File: config.mk
export PLATFORM = sky130hd
export DESIGN_NAME = tile_shift_engine
export DESIGN_NICKNAME = d
export VERILOG_FILES = /design/src/rtl/tile_shift_engine.sv
export SDC_FILE = /design/constraint.sdc
export NUM_CORES = 1
export LEC_CHECK = 0
export ABC_AREA = 1
export CAP_MARGIN = 10
export CORE_MARGIN = 1.5
export CORE_UTILIZATION = 59
export DETAILED_ROUTE_END_ITERATION = 10
export DONT_BUFFER_PORTS = 1
export PLACE_DENSITY = 0.88
export SLEW_MARGIN = 40
export SYNTH_ARGS = -nofsm -noshare
export SYNTH_HDL_FRONTEND = slang
export SYNTH_SLANG_ARGS = --single-unit
File: constraint.sdc
create_clock -name clock -period 6.11 [get_ports clock]
set_input_delay 1.222 -clock clock [delete_from_list [all_inputs] [get_ports clock]]
set_output_delay 1.222 -clock clock [all_outputs]
set_load 0.02 [all_outputs]
File: src/rtl/tile_shift_engine.sv
// 2048 move responder: slides and merges a captured 4x4 board one line per cycle,
// then reports the resulting board together with moved/win flags.
module tile_shift_engine #(
  parameter int TILE_W    = 4,
  parameter int WIN_VALUE = 11
) (
  input  logic                  clock,
  input  logic                  reset,
  input  logic                  enable,
  input  logic [1:0]            direction,
  input  logic [16*TILE_W-1:0]  boxes_in,
  output logic [16*TILE_W-1:0]  boxes_out,
  output logic                  done_move,
  output logic                  moved,
  output logic                  win,
  output logic                  busy
);

  typedef logic [TILE_W-1:0] tile_t;
  typedef enum logic [1:0] {IDLE = 2'b00, PROC = 2'b01, DONE = 2'b10} state_t;

  localparam tile_t TILE_MAX = {TILE_W{1'b1}};
  localparam tile_t WIN_TILE = tile_t'(WIN_VALUE);

  state_t                state_r;
  tile_t                 work_r [16];
  tile_t                 snap_r [16];
  logic [1:0]            dir_r;
  logic [1:0]            line_r;
  logic [3:0]            idx_s [4];
  logic [4*TILE_W-1:0]   line_in_s;
  logic [4*TILE_W-1:0]   line_out_s;
  logic                  moved_s;
  logic                  win_s;

  // Board index {row,col} of position pos (0 = leading edge) on the given line.
  function automatic logic [3:0] box_index(input logic [1:0] dir, input logic [1:0] line_idx,
                                           input logic [1:0] pos);
    logic [3:0] idx;
    case (dir)
      2'b00:   idx = {pos, line_idx};
      2'b01:   idx = {2'd3 - pos, line_idx};
      2'b10:   idx = {line_idx, pos};
      2'b11:   idx = {line_idx, 2'd3 - pos};
      default: idx = 4'd0;
    endcase
    return idx;
  endfunction

  // Compact, merge each pair at most once (saturating), result stays compact.
  function automatic logic [4*TILE_W-1:0] slide_line(input logic [4*TILE_W-1:0] ln);
    tile_t               c [5];
    tile_t               t;
    logic [2:0]          n;
    logic                skip;
    logic [4*TILE_W-1:0] res;
    for (int k = 0; k < 5; k++) begin
      c[k] = '0;
    end
    res  = '0;
    n    = 3'd0;
    skip = 1'b0;
    for (int j = 0; j < 4; j++) begin
      t = ln[j*TILE_W +: TILE_W];
      if (t != '0) begin
        c[n[1:0]] = t;
        n = n + 3'd1;
      end else begin
        n = n;
      end
    end
    n = 3'd0;
    // c[4] is always empty, so the last pair check never matches.
    for (int j = 0; j < 4; j++) begin
      if (skip) begin
        skip = 1'b0;
      end else if ((c[j] != '0) && (c[j] == c[j+1])) begin
        res[n[1:0]*TILE_W +: TILE_W] = (c[j] == TILE_MAX) ? TILE_MAX : c[j] + tile_t'(1);
        n    = n + 3'd1;
        skip = 1'b1;
      end else if (c[j] != '0) begin
        res[n[1:0]*TILE_W +: TILE_W] = c[j];
        n = n + 3'd1;
      end else begin
        skip = 1'b0;
      end
    end
    return res;
  endfunction

  // Gather the current line from the work register and slide it.
  always_comb begin
    idx_s     = '{default: 4'd0};
    line_in_s = '0;
    for (int k = 0; k < 4; k++) begin
      idx_s[k] = box_index(dir_r, line_r, 2'(k));
      line_in_s[k*TILE_W +: TILE_W] = work_r[idx_s[k]];
    end
    line_out_s = slide_line(line_in_s);
  end

  // Result flags derived from the finished work register.
  always_comb begin
    moved_s = 1'b0;
    win_s   = 1'b0;
    for (int k = 0; k < 16; k++) begin
      moved_s = moved_s | (work_r[k] != snap_r[k]);
      win_s   = win_s | (work_r[k] >= WIN_TILE);
    end
  end

  // Move sequencer; DONE is held for the pulse cycle so a coincident enable is ignored.
  always_ff @(posedge clock) begin
    if (reset) begin
      state_r   <= IDLE;
      line_r    <= 2'd0;
      dir_r     <= 2'd0;
      boxes_out <= '0;
      done_move <= 1'b0;
      moved     <= 1'b0;
      win       <= 1'b0;
      busy      <= 1'b0;
      for (int k = 0; k < 16; k++) begin
        work_r[k] <= '0;
        snap_r[k] <= '0;
      end
    end else begin
      case (state_r)
        IDLE: begin
          done_move <= 1'b0;
          if (enable) begin
            for (int k = 0; k < 16; k++) begin
              work_r[k] <= boxes_in[k*TILE_W +: TILE_W];
              snap_r[k] <= boxes_in[k*TILE_W +: TILE_W];
            end
            dir_r   <= direction;
            line_r  <= 2'd0;
            busy    <= 1'b1;
            state_r <= PROC;
          end else begin
            busy <= 1'b0;
          end
        end
        PROC: begin
          busy <= 1'b1;
          for (int k = 0; k < 4; k++) begin
            work_r[idx_s[k]] <= line_out_s[k*TILE_W +: TILE_W];
          end
          line_r <= line_r + 2'd1;
          if (line_r == 2'd3) begin
            state_r <= DONE;
          end else begin
            state_r <= PROC;
          end
        end
        DONE: begin
          if (!done_move) begin
            done_move <= 1'b1;
            moved     <= moved_s;
            win       <= win_s;
            for (int k = 0; k < 16; k++) begin
              boxes_out[k*TILE_W +: TILE_W] <= work_r[k];
            end
          end else begin
            done_move <= 1'b0;
            busy      <= 1'b0;
            state_r   <= IDLE;
          end
        end
        default: begin
          done_move <= 1'b0;
          busy      <= 1'b0;
          state_r   <= IDLE;
        end
      endcase
    end
  end

endmodule

==> impl_metrics.toml <==
[status]
outcome = "finished clean"

[yosys]
synth_top_area_cell = "sky130_fd_sc_hd__edfxtp_1"
synth_warnings = 0
syn-num-nets = 2205
synthesis.area_per_instance_sq_um = 6.86
ys_ff_latch = 202
seq_area_frac_synth_pct = 36.7
post_synth_most_frequent_cells = "sky130_fd_sc_hd__nand2_1 (599), sky130_fd_sc_hd__nand3_1 (263), sky130_fd_sc_hd__inv_1 (254), sky130_fd_sc_hd__nor2_1 (178), sky130_fd_sc_hd__edfxtp_1 (128)"
synthesis.area_sq_mm = 0.0145
syn-instance-count = 2118
synthTopCellsByArea = "sky130_fd_sc_hd__edfxtp_1 (26%), sky130_fd_sc_hd__nand2_1 (15%), sky130_fd_sc_hd__dfxtp_1 (10%)"
synth_most_common_cell = "sky130_fd_sc_hd__nand2_1"
post-synth-top-area-fraction_pct = 26.5
ys_async_sr_fraction_pct = 0
synth-edff-count = 128
yosys_most_used_dff = "sky130_fd_sc_hd__edfxtp_1"
synth_cell_types = 43

[die]
chipWidth_microns = 160
floorplan.core_area_sq_mm = 0.0242
floorplan.die.height_microns = 160
initial_utilization_pct = 59.9
floorplan.rows = 57
dieArea_sq_mm = 0.0256
pin_count = 137

[global_route]
grt.overflow.total = 0
globalRouteMet3Util_pct = 9.84
grtUsageMet2_pct = 62.4
antenna_found_initial = 0
pin_count_of_the_biggest_net_entering_global_routing = 115
gr-usage-met1_pct = 58.5
highest_utilization_routing_layer_at_the_global_route_stage = "met2"
grt.total_usage_pct = 41.6
vias_in_the_first_global_route = 14200
grt_first_pass_wirelength_microns = 81800

[power]
leakage_uw = 0.00743
worst_vdd_drop_uv = 909
p_per_cell_area_mw_per_mm2 = 589

[critical_path]
timing.critical_path.to_type = "flop"
cp_max_fo = 16
slowest_stage = "sky130_fd_sc_hd__dfxtp_1"
worst-setup-path-type = "flop to flop"
worstReg2RegEnd = "work_r[15][3]"
rr_worst_depth = 36
required_time_worst_endpoint_ns = 6.39
crit_arrival_ns = 6.09
path_common_cell = "sky130_fd_sc_hd__nand2_1"
r2r_setup_slack_ns = 0.31
cpPeakStageDelay_ns = 0.38
startpoint_type = "flop"
r2r-start = "line_r[1]"

[min_path]
worst_hold_path_type = "flop to flop"
hold_path_startpoint = "state_r[0]"
hold-path-cell-count = 1
min_delay_worst_endpoint = "state_r[0]"

[drt]
drt_first_iter_violations = 2808
ant_nets = 0
routed_wl_microns = 54700
drt-pass1-iter-count = 7
route.detailed.vias_per_inst = 6.31
wl_per_cell_microns = 21.8
vias = 15800
remaining_drc_errors = 0

[clocking]
clock_tree_buf_depth = 3
cts_buffers = 21
cts_hold_buf = 0
ctsHtreeMaxLevel = 1
cts_tree = "yes"
insertion_delay_ns = 0.54
cts_num_sinks = 202
clk_transition_reported_paths_ns = 0.07
clock_root_buffer = "sky130_fd_sc_hd__clkbuf_16"

[final_layout]
finalNetCount = 2252
final.fill_count = 2071
layout-drive-gt1-share_pct = 11.5
regArea_sq_mm = 0.00533
antenna-diode-count = 0
synthToLayoutAreaGrowth_pct = 12.2
multiInputGateArea_sq_mm = 0.00794

[sta]
setup-violations-final = 0
timing_limited_maximum_frequency_ghz = 0.172
finalClockSkew_ns = 0.0231
fin_crit_ns = 5.80
whs_ns = 0.536
fin_crit_share_pct = 95.0
maxSlewViolCount = 0
unrepaired_setup_endpoints_after_global_routing = "yes"
timing.final.hold_violations = 0
relSlewSlack_pct = 43.9
worst_pin_slew_ns = 0.839
final.setup.tns_ns = 0

[placed_design]
buffer_ports.inserted = 0
place.gp.congestion = 0.982
dp_hpwl_microns = 41300

[run]
cap_viol_max_count = 0
[where the power goes]
| part | total, uW | switching (uW) | internal (uW) |
|---|---|---|---|
| clock network | 1320 | 569 | 755 |
| logic | 6570 | 4520 | 2050 |
| registers | 1700 | 126 | 1570 |
[kinds of logic after synthesis]
kind of cell / count (synthesis) / share of synthesized area (%)
AOI/OAI and AO/OA: 319 / 12.7
xor gates and xnor gates: 54 / 3.26
adders and majority gates: 18 / 1.55
buffers and inverters: 340 / 9.78
DFF: 202 / 36.7
and+or+nand+nor: 1185 / 36.1
[repair_timing]
action / CTS / global route
buffers inserted: 0 / 7
cloned: 0 / 2
resized for setup: 1 / 43
pin swaps: 0 / 9
endpoints found under the setup margin: 4 / 64
[worst max-delay path by stage]
stage,start,end,slack [ns],cells after the start
floorplan,dir_r[1],work_r[8][3],0.11,37
global placement,line_r[1],work_r[7][2],0.23,37
global route,dir_r[1],work_r[13][0],-0.01,37
CTS,dir_r[1],work_r[13][0],0.02,37
detailed placement,dir_r[1],work_r[13][0],-0.02,37
finish,line_r[1],work_r[15][3],0.31,36
[layout by cell type, fill, tap and decap left out, drive strengths merged]
cell type	n
a2111oi	2
a211oi	1
a21oi	105
a22oi	6
a31oi	1
and2	1
buf	96
bufinv	2
clkbuf	28
clkinv	13
clkinvlp	1
dfxtp	74
edfxtp	128
ha	18
inv	262
nand2	624
nand3	271
nand3b	8
nand4	49
nor2	199
nor3	16
nor3b	1
nor4	6
o211ai	62
o21ai	133
o221ai	5
o22ai	4
or2	10
xnor2	24
xor2	30
[area by class of cell]
class / instances / area share [%]
inverters: 266 / 6.17
repair buffers: 98 / 5.61
flip-flops and latches: 202 / 32.7
multi-input cells: 1576 / 48.7
clock inverters: 12 / 0.753
clock buffers: 26 / 3.53
well taps: 324 / 2.49
[state kept, by name, indices dropped and copies added (netlist names)]
name       count
moved          1
dir_r          2
snap_r        64
state_r        2
boxes_out     64
win            1
busy           1
work_r        64
done_move      1
line_r         2
[per-stage QoR]
stage	cells	worst slack (ns)	utilization (%)	power (uW)	cell area, sq um
5_1_grt	2504	-0.0100	67.2	9960	16300
3_5_place_dp	2457	-0.0178	63.2	7590	15300
3_3_place_gp	2457	0.233	63.2	7530	15300
6_report	2504	0.305	67.2	9600	16300
4_1_cts	2495	0.0192	66.1	8920	16000
2_1_floorplan	2118	0.114	-	5390	14500
[worst max-delay path: cells and delay by family, from the launching register on]
kind                       cells  cell delay (ns)
AOI/OAI and AO/OA              2             0.36
adders and majority gates      2             0.71
buffers and inverters          9             1.18
DFF                            1             0.38
and+or+nand+nor               23             2.89
[per-layer routing]
layer / part of all wire (%) / wire, microns
met1: 37 / 20400
met2: 43 / 23300
met3: 16 / 8680
met4: 4.2 / 2290
met5: 0 / 0
Note: power is estimated with default switching activity, not from simulation.
